<file path="src/rtl/rx_frame_ctrl_pkg.sv">
// -----------------------------------------------------------------------------
// rx_frame_ctrl_pkg
// Shared definitions for the receive frame controller: FSM state encoding,
// default parameter values and a small width helper.
// -----------------------------------------------------------------------------
package rx_frame_ctrl_pkg;

   localparam int DIV_DEF   = 50;
   localparam int TO_DEF    = 40;
   localparam int DEPTH_DEF = 4;

   typedef enum logic [1:0] {
      ST_IDLE = 2'd0,
      ST_RECV = 2'd1,
      ST_GAP  = 2'd2,
      ST_DONE = 2'd3
   } state_t;

   // Address width that stays at least one bit wide for a single-entry store.
   function automatic int addr_w(input int depth);
      return (depth > 1) ? $clog2(depth) : 1;
   endfunction

endpackage

</file>
<file path="src/rtl/sync_fifo.sv">
// -----------------------------------------------------------------------------
// sync_fifo
// Single-clock FIFO without fall-through: a pushed word is visible on dout
// from the cycle after the push. dout reads as zero while empty.
//
// Ports
//   clk    in   clock, rising edge
//   reset  in   synchronous, active-low; empties the FIFO
//   push   in   write din (ignored when full unless a pop happens too)
//   din    in   write data
//   pop    in   remove head word (ignored when empty)
//   dout   out  head word, zero when empty
//   empty  out  no words stored
//   full   out  DEPTH words stored
// -----------------------------------------------------------------------------
module sync_fifo
   import rx_frame_ctrl_pkg::*;
#(
   parameter int WIDTH = 32,
   parameter int DEPTH = DEPTH_DEF
) (
   input  logic             clk,
   input  logic             reset,
   input  logic             push,
   input  logic [WIDTH-1:0] din,
   input  logic             pop,
   output logic [WIDTH-1:0] dout,
   output logic             empty,
   output logic             full
);

   localparam int AW = addr_w(DEPTH);
   localparam int CW = $clog2(DEPTH + 1);

   logic [WIDTH-1:0] r_mem [DEPTH];
   logic [AW-1:0]    r_wr_ptr;
   logic [AW-1:0]    r_rd_ptr;
   logic [CW-1:0]    r_count;
   logic             w_wr_ok;
   logic             w_rd_ok;

   assign empty   = (r_count == '0);
   assign full    = (r_count == CW'(DEPTH));
   assign w_rd_ok = pop && !empty;
   // A full FIFO still accepts a write when the head leaves in the same cycle.
   assign w_wr_ok = push && (!full || w_rd_ok);
   assign dout    = empty ? '0 : r_mem[r_rd_ptr];

   always_ff @(posedge clk) begin
      if (!reset) begin
         r_wr_ptr <= '0;
         r_rd_ptr <= '0;
         r_count  <= '0;
      end else begin
         if (w_wr_ok) begin
            r_wr_ptr <= (r_wr_ptr == AW'(DEPTH - 1)) ? '0 : r_wr_ptr + AW'(1);
         end
         if (w_rd_ok) begin
            r_rd_ptr <= (r_rd_ptr == AW'(DEPTH - 1)) ? '0 : r_rd_ptr + AW'(1);
         end
         case ({w_wr_ok, w_rd_ok})
            2'b10:   r_count <= r_count + CW'(1);
            2'b01:   r_count <= r_count - CW'(1);
            default: r_count <= r_count;
         endcase
      end
   end

   // Storage carries no reset; validity is tracked by the pointers and count.
   always_ff @(posedge clk) begin
      if (w_wr_ok) begin
         r_mem[r_wr_ptr] <= din;
      end
   end

endmodule

</file>
<file path="src/rtl/rx_frame_ctrl.sv">
// -----------------------------------------------------------------------------
// rx_frame_ctrl
// Frame controller for a serial word receiver. Generates the bit strobe,
// enables the receiver for a requested number of words, buffers received
// words in an output FIFO and reports frame end, overflow and timeout.
//
// Ports
//   clk        in   clock, rising edge
//   reset      in   synchronous, active-low
//   start      in   pulse; request a frame of num_words words (IDLE only)
//   abort      in   pulse; end the current frame
//   num_words  in   words per frame, sampled when start is accepted
//   bit_tick   out  one-clk strobe every DIV clks
//   rx_en      out  receiver enable, high only while waiting for a word
//   rx_word    in   word from the receiver
//   rx_rdy     in   receiver word-ready level; a rising edge is a new word
//   out_data   out  FIFO head word
//   out_valid  out  FIFO non-empty
//   out_ready  in   consumer takes out_data when out_valid is high
//   busy       out  frame in progress (not IDLE)
//   done       out  one-clk pulse at frame end
//   overflow   out  sticky; a word was dropped on a full FIFO
//   timeout    out  sticky; the frame ended waiting too long for a word
// -----------------------------------------------------------------------------
module rx_frame_ctrl
   import rx_frame_ctrl_pkg::*;
#(
   parameter int DIV      = DIV_DEF,
   parameter int TO_TICKS = TO_DEF,
   parameter int DEPTH    = DEPTH_DEF
) (
   input  logic        clk,
   input  logic        reset,
   input  logic        start,
   input  logic        abort,
   input  logic [3:0]  num_words,
   output logic        bit_tick,
   output logic        rx_en,
   input  logic [31:0] rx_word,
   input  logic        rx_rdy,
   output logic [31:0] out_data,
   output logic        out_valid,
   input  logic        out_ready,
   output logic        busy,
   output logic        done,
   output logic        overflow,
   output logic        timeout
);

   localparam int TW = $clog2(TO_TICKS + 1);

   state_t        r_state;
   state_t        w_next;
   logic [7:0]    r_tick_cnt;
   logic [3:0]    r_remaining;
   logic [TW-1:0] r_to_cnt;
   logic          r_rdy_q;
   logic          r_overflow;
   logic          r_timeout;

   logic          w_tick;
   logic          w_start_ok;
   logic          w_word_ev;
   logic          w_push;
   logic          w_pop;
   logic          w_to_hit;
   logic          w_fifo_empty;
   logic          w_fifo_full;

   assign w_tick     = (r_tick_cnt == 8'(DIV - 1));
   assign w_start_ok = (r_state == ST_IDLE) && start;
   assign w_word_ev  = (r_state == ST_RECV) && rx_rdy && !r_rdy_q;
   // Abort beats a simultaneous word: the word is neither stored nor counted.
   assign w_push     = w_word_ev && !abort;
   assign w_pop      = !w_fifo_empty && out_ready;
   // Final permitted tick in RECV with no word arriving in the same cycle.
   assign w_to_hit   = (r_state == ST_RECV) && w_tick && !w_word_ev &&
                       (r_to_cnt == TW'(TO_TICKS - 1));

   assign bit_tick  = w_tick;
   assign out_valid = !w_fifo_empty;
   assign overflow  = r_overflow;
   assign timeout   = r_timeout;

   // State register
   always_ff @(posedge clk) begin
      if (!reset) begin
         r_state <= ST_IDLE;
      end else begin
         r_state <= w_next;
      end
   end

   // Next-state logic
   always_comb begin
      w_next = r_state;
      case (r_state)
         ST_IDLE: begin
            if (start) begin
               w_next = (num_words == 4'd0) ? ST_DONE : ST_RECV;
            end
         end
         ST_RECV: begin
            if (abort || w_to_hit) begin
               w_next = ST_DONE;
            end else if (w_word_ev) begin
               w_next = ST_GAP;
            end
         end
         ST_GAP: begin
            if (abort) begin
               w_next = ST_DONE;
            end else if (w_tick) begin
               w_next = (r_remaining != 4'd0) ? ST_RECV : ST_DONE;
            end
         end
         ST_DONE: w_next = ST_IDLE;
         default: w_next = ST_IDLE;
      endcase
   end

   // Output decode
   always_comb begin
      rx_en = 1'b0;
      busy  = 1'b1;
      done  = 1'b0;
      case (r_state)
         ST_IDLE: busy  = 1'b0;
         ST_RECV: rx_en = 1'b1;
         ST_DONE: done  = 1'b1;
         default: ;
      endcase
   end

   // Bit strobe, word accounting, timeout and status flags
   always_ff @(posedge clk) begin
      if (!reset) begin
         r_tick_cnt  <= '0;
         r_remaining <= '0;
         r_to_cnt    <= '0;
         r_rdy_q     <= 1'b0;
         r_overflow  <= 1'b0;
         r_timeout   <= 1'b0;
      end else begin
         r_rdy_q    <= rx_rdy;
         r_tick_cnt <= w_tick ? '0 : r_tick_cnt + 8'd1;
         if (w_start_ok) begin
            r_remaining <= num_words;
            r_to_cnt    <= '0;
            r_overflow  <= 1'b0;
            r_timeout   <= 1'b0;
         end else begin
            if (w_push) begin
               r_remaining <= r_remaining - 4'd1;
               r_to_cnt    <= '0;
            end else if ((r_state == ST_RECV) && w_tick) begin
               r_to_cnt <= r_to_cnt + TW'(1);
            end
            // A dropped word still counts toward the frame length.
            if (w_push && w_fifo_full && !w_pop) begin
               r_overflow <= 1'b1;
            end
            if (w_to_hit && !abort) begin
               r_timeout <= 1'b1;
            end
         end
      end
   end

   sync_fifo #(
      .WIDTH (32),
      .DEPTH (DEPTH)
   ) u_fifo (
      .clk   (clk),
      .reset (reset),
      .push  (w_push),
      .din   (rx_word),
      .pop   (w_pop),
      .dout  (out_data),
      .empty (w_fifo_empty),
      .full  (w_fifo_full)
   );

endmodule

</file>
<file path="config.mk">
export PLATFORM = sky130hd
export DESIGN_NAME = rx_frame_ctrl
export DESIGN_NICKNAME = d
export VERILOG_FILES = /design/src/rtl/rx_frame_ctrl_pkg.sv /design/src/rtl/sync_fifo.sv /design/src/rtl/rx_frame_ctrl.sv
export SDC_FILE = /design/constraint.sdc
export NUM_CORES = 1
export LEC_CHECK = 0
export CELL_PAD_IN_SITES_DETAIL_PLACEMENT = 0
export CELL_PAD_IN_SITES_GLOBAL_PLACEMENT = 2
export CORE_MARGIN = 2
export CORE_UTILIZATION = 43
export DETAILED_ROUTE_END_ITERATION = 7
export GPL_ROUTABILITY_DRIVEN = 1
export PLACE_DENSITY_LB_ADDON = 0.1
export SLEW_MARGIN = 20
export SYNTH_ARGS = -nofsm -noshare
export SYNTH_HDL_FRONTEND = slang
export SYNTH_SLANG_ARGS = --single-unit
</file>
<file path="constraint.sdc">
create_clock -name clk -period 7.25 [get_ports clk]
set_input_delay 1.45 -clock clk [delete_from_list [all_inputs] [get_ports clk]]
set_output_delay 1.45 -clock clk [all_outputs]
set_load 0.01 [all_outputs]
</file>
# Word-level counts from Yosys, hierarchy flattened
# Memory sizes are Yosys's and may differ from the RTL's. A register that Yosys moved wholly into a read port is not among the register bits.
# Index checks and enable logic that the tools add are counted.
[totals]
register_bits = 30
ramBits = 128
inputBits = 42
output_inout_bits = 39
wordCells = 84
memories = 1
[mem_list]
columns = ["name", "depth", "word_bits", "rd", "rd_clocked_by_memory_dff", "write_ports", "line_no", "rtl"]
rows = [
  ["u_fifo.r_mem", 4, 32, 1, 1, 1, "sync_fifo.sv:35", "logic [WIDTH-1:0] r_mem [DEPTH];"],
]
[classes]
addsub = 7
eq_ne = 13
mux = 21
n_bitwise = 1
n_reduce_logical = 31
[ops]
columns = ["operator", "n"]
rows = [
  ["32-bit two-way mux", 1],
  ["2-bit two-way mux", 11],
  ["1-bit logical AND", 13],
  ["2-bit equality test, second input constant", 5],
  ["8-bit by 1-bit adder with 8-bit output, second input constant", 1],
  ["8-bit by 6-bit equality test with 1-bit output, second input constant", 1],
  ["4-bit two-way mux", 2],
  ["2-bit one-hot mux with 4 select lines", 1],
  ["6-bit by 1-bit adder with 6-bit output, second input constant", 1],
  ["6-bit equality test, second input constant", 1],
  ["1-bit logical NOT", 6],
  ["3-bit one-hot mux with 2 select lines", 1],
  ["1-bit two-way mux", 5],
  ["2-bit by 1-bit adder with 2-bit output, second input constant", 2],
  ["2-bit by 1-bit equality test with 1-bit output, second input constant", 2],
  ["4-bit logical NOT", 1],
  ["2-bit nonzero test", 2],
  ["4-bit nonzero test", 1],
  ["2-bit OR reduction", 2],
  ["4-bit by 1-bit subtractor with 4-bit output, second input constant", 1],
  ["3-bit by 1-bit adder with 3-bit output, second input constant", 1],
  ["3-bit equality test, second input constant", 1],
  ["3-bit logical NOT", 1],
  ["3-bit by 2-bit inequality test with 1-bit output, second input constant", 1],
  ["other kinds (8)", 9],
]

# Longest topological paths before layout
[depth]
depth_word = 9
depth_mapped = 10

# Modules after synthesis
# From an unflattened synthesis, not the netlist that was laid out.
[hier_totals]
cells_unflattened = 401
area_unflattened_um2 = 6511.2
[modules_own_cells]
columns = ["module", "n_inst", "cells_each", "area_per_inst_um2"]
rows = [
  ["sync_fifo", 1, 268, 5390.2],
  ["rx_frame_ctrl", 1, 133, 1121.1],
]

# Worst setup path after synthesis
# No wires, ideal clock.
[synth_timing]
path_kind = "input port to flip-flop"
from = "input port abort"
to = "memory u_fifo.r_mem[3][0] (enable)"
setup_ns = 0.392
arrival_time_ns = 3.042
t_required_ns = 6.858
slack_ns = 3.815
cell_stages = 3
n_path_buf = 0
cell_sequence = "or3b_4 -> nor3_2 -> and2_1"
[synth_between]
elab_chain_cells = 5
[synth_lines]
columns = ["element", "line_no", "rtl"]
rows = [
  ["start, declared", "rx_frame_ctrl.sv:35", "input logic abort,"],
  ["1-bit logical NOT", "rx_frame_ctrl.sv:74", "assign w_push = w_word_ev && !abort;"],
  ["1-bit logical AND", "rx_frame_ctrl.sv:74", ""],
  ["1-bit logical AND", "sync_fifo.sv:46", "assign w_wr_ok = push && (!full || w_rd_ok);"],
  ["1-bit two-way mux", "sync_fifo.sv:71", "if (w_wr_ok) begin"],
  ["1-bit two-way mux (implied by the code)", "sync_fifo.sv:72", "r_mem[r_wr_ptr] <= din;"],
  ["end, declared", "sync_fifo.sv:35", ""],
]
# No other way between the ends.

==> impl_metrics.yaml <==
outcome:
  outcome: "complete, no violations"
grt:
  grt_max_degree: 35
  grt_pass1_vias: 3685
  antenna_found_initial: 0
  grtUsageMet3_pct: 4.60
  grt-ovfl-total: 0
  grt_util_met1_pct: 22.0
  gr-max-usage-layer: "met2"
  grt_pass1_wl_um: 19400
  grt_usage_pct: 16.0
  use_met2_pct: 24.7
job:
  max_cap_viol_count: 0
detailed_routing:
  drt-total-wl_um: 11800
  via_count: 3504
  drc_errors: 0
  drt_pass1_iterations: 4
  drt-initial-drc-count: 186
  wl_per_cell_um: 17.6
  final_antenna_net_count: 0
  vias_per_cell: 5.23
final_layout:
  layout.cells.most_common: "edfxtp_1"
  final_cell_mix: "edfxtp_1 (128), clkdlybuf4s50_1 (80), and2_1 (38), mux4_2 (32), dfxtp_1 (30)"
  fillerInstances: 1145
  diodes: 0
  finish.net_count: 526
  area_growth_pct: 24.5
  drive_gt1_share_pct: 16.0
  regArea_um2: 4490
  multiInputGateArea_um2: 1850
yosys:
  synth_edf_count: 128
  synth.distinct_cells: 49
  synthCells: 388
  yosys.area_share.simple_pct: 10.5
  syn_avg_cell_area_um2: 16.7
  synthArstFlopShare_pct: 0
  ys_ff_latch: 160
  yosys.area_share.xor_xnor_pct: 1.63
  synth_compound_area_share_pct: 2.59
  synthAdderAreaFrac_pct: 2.25
  synth_top_family_by_area: "multiplexers"
  synth_area_um2: 6460
  ys.flop_type: "edfxtp_1"
  yosys_warnings: 0
  synth_nets: 441
  synth_mux_area_share_pct: 11.6
  synth_seq_area_share_pct: 69.4
sta:
  rsz0062_at_grt: "false"
  skew_ns: 0.00961
  fmax_mhz: 252
  fin_crit_sh_pct: 54.7
  worst_pin_slew_ns: 0.909
  slew_headroom_pct: 39.4
  drv_slew: 0
  setup_viol_count_final: 0
  tns_ns: 0
  period_needed_ns: 3.97
  hold_viol_final: 0
critical_path:
  cpPeakStageDelay_ns: 0.59
  crit_path_top_delay_cell: "mux4_2"
  critPathArrivalTime_ns: 2.52
  worstPathMaxFanout: 32
  endpoint_kind: "output pin"
  critPathBufInv: 2
  worstSetupPathType: "reg2out"
  critical_path_depth: 4
  critPathTopFamily: "buffers and inverters"
  worstPathRequired_ns: 5.80
  worstPathCellList: "buf_4, mux4_2, and2_1, clkdlybuf4s50_1"
  rr_worst_depth: 9
  cp-start-kind: "register"
clocking:
  clk_path_buf_depth: 2
  postCtsHoldBufs: 0
  ctsRootBufferMaster: "clkbuf_16"
  htree_levels: 4
  cts_setup_buffers: 0
  cts.sinks: 160
  cts_resized: 0
  cts.clk_slew.worst_paths_ns: 0.06
  worstSkewPairLatency_ns: 0.42
  tritoncts: "built"
  cts_buffers: 17
placed_design:
  hpwl_um: 7260
  io_buffers: 80
  gp_congestion: 0.718
power_and_ir_drop:
  p_leak_nw: 2.60
  ir_drop_mv: 0.154
  p_per_area_nw_per_um2: 268
  finalPower_mw: 2.16
die:
  die_w_um: 127
  coreArea_um2: 14600
  start_util_pct: 44.3
  die_h_um: 127
  rows: 44
  ios: 81
  die_area_um2: 16000
hold_path:
  hold_class: "reg2reg"
  whs_path_depth: 1
cell families (layout without fill, tap and decap cells):
family	count (synthesis)	in the layout
AO/OA/AOI/OAI	26	26
multiplexers	35	35
buffers and inverters	30	128
adder cells (fa/ha/maj)	11	11
XOR/XNOR	12	12
AND/OR/NAND/NOR	114	114
flip-flops	160	160
where the power goes:
group	internal [mW]	switching, mW
logic	0.127	0.107
clock network	0.573	0.331
registers	1.01	0.0123
total	1.71	0.451
sequential cells by signal, summed over array words and instances, names as in the netlist, named ones only:
name             flops
u_fifo.r_wr_ptr      2
u_fifo.r_count       3
u_fifo.r_mem       128
u_fifo.r_rd_ptr      2
r_state              2
r_remaining          4
r_tick_cnt           8
r_to_cnt             6
overflow             1
timeout              1
r_rdy_q              1
synth_stat cells, types with 2 or more instances:
| master | n | area [µm²] |
|---|---|---|
| nand4b_1 | 2 | 17.5 |
| inv_1 | 14 | 52.6 |
| nand2b_1 | 2 | 12.5 |
| ha_1 | 10 | 125 |
| mux4_2 | 32 | 721 |
| nor2_1 | 21 | 78.8 |
| nand3_1 | 7 | 35.0 |
| buf_2 | 4 | 20.0 |
| a21oi_1 | 6 | 30.0 |
| nand4_1 | 2 | 12.5 |
| mux2i_1 | 3 | 30.0 |
| xor2_1 | 3 | 26.3 |
| nor3_1 | 2 | 10.0 |
| a21boi_0 | 2 | 15.0 |
| nand2_1 | 11 | 41.3 |
| dfxtp_1 | 32 | 641 |
| nor2b_1 | 5 | 31.3 |
| and2_1 | 42 | 263 |
| o21ai_1 | 2 | 10.0 |
| xnor2_1 | 9 | 78.8 |
| o21ai_0 | 6 | 30.0 |
| clkbuf_1 | 9 | 33.8 |
| nor4_1 | 4 | 25.0 |
| edfxtp_1 | 128 | 3840 |
| or3_1 | 4 | 25.0 |
| a211oi_1 | 3 | 22.5 |
final cells by class:
class / count / area share [%]
multi-input combinational: 198 / 23.0
clock buffer: 20 / 5.43
tap: 184 / 2.86
sequential: 160 / 55.8
inverter: 15 / 0.762
clock inverter: 12 / 2.05
timing repair buffer: 81 / 10.1
path summary, 6_finish.rpt:
kind | slack, ns | end | startpoint
min | 0.48 | r_tick_cnt[0] | r_tick_cnt[0]
max | 3.28 | out_data[21] | register
min reg2reg | 0.48 | r_tick_cnt[0] | r_tick_cnt[0]
max reg2reg | 4.63 | u_fifo.r_count[2] | u_fifo.r_count[0]
layer usage:
layer  up-vias  share of wire, %  routed length (µm)
met3        12               4.8                 572
met4         0               1.3                 155
li1       1644                 -                   -
met1      1750                47                5520
met5         -                 0                   0
met2        98                47                5570
per-stage QoR:
stage                     instances  setup WS, ns  area [µm²]  utilization (%)  hold slack, ns
after floorplan                 388          3.82        6460                -           0.445
after global placement          638          3.21        7440             51.0           0.462
after detailed placement        638          3.17        7440             51.0           0.468
after CTS                       670          3.18        8040             55.1           0.483
after global routing            670          3.12        8040             55.1           0.509
final                           670          3.28        8040             55.1           0.482
No activity file was read; power rests on OpenSTA's default activity.
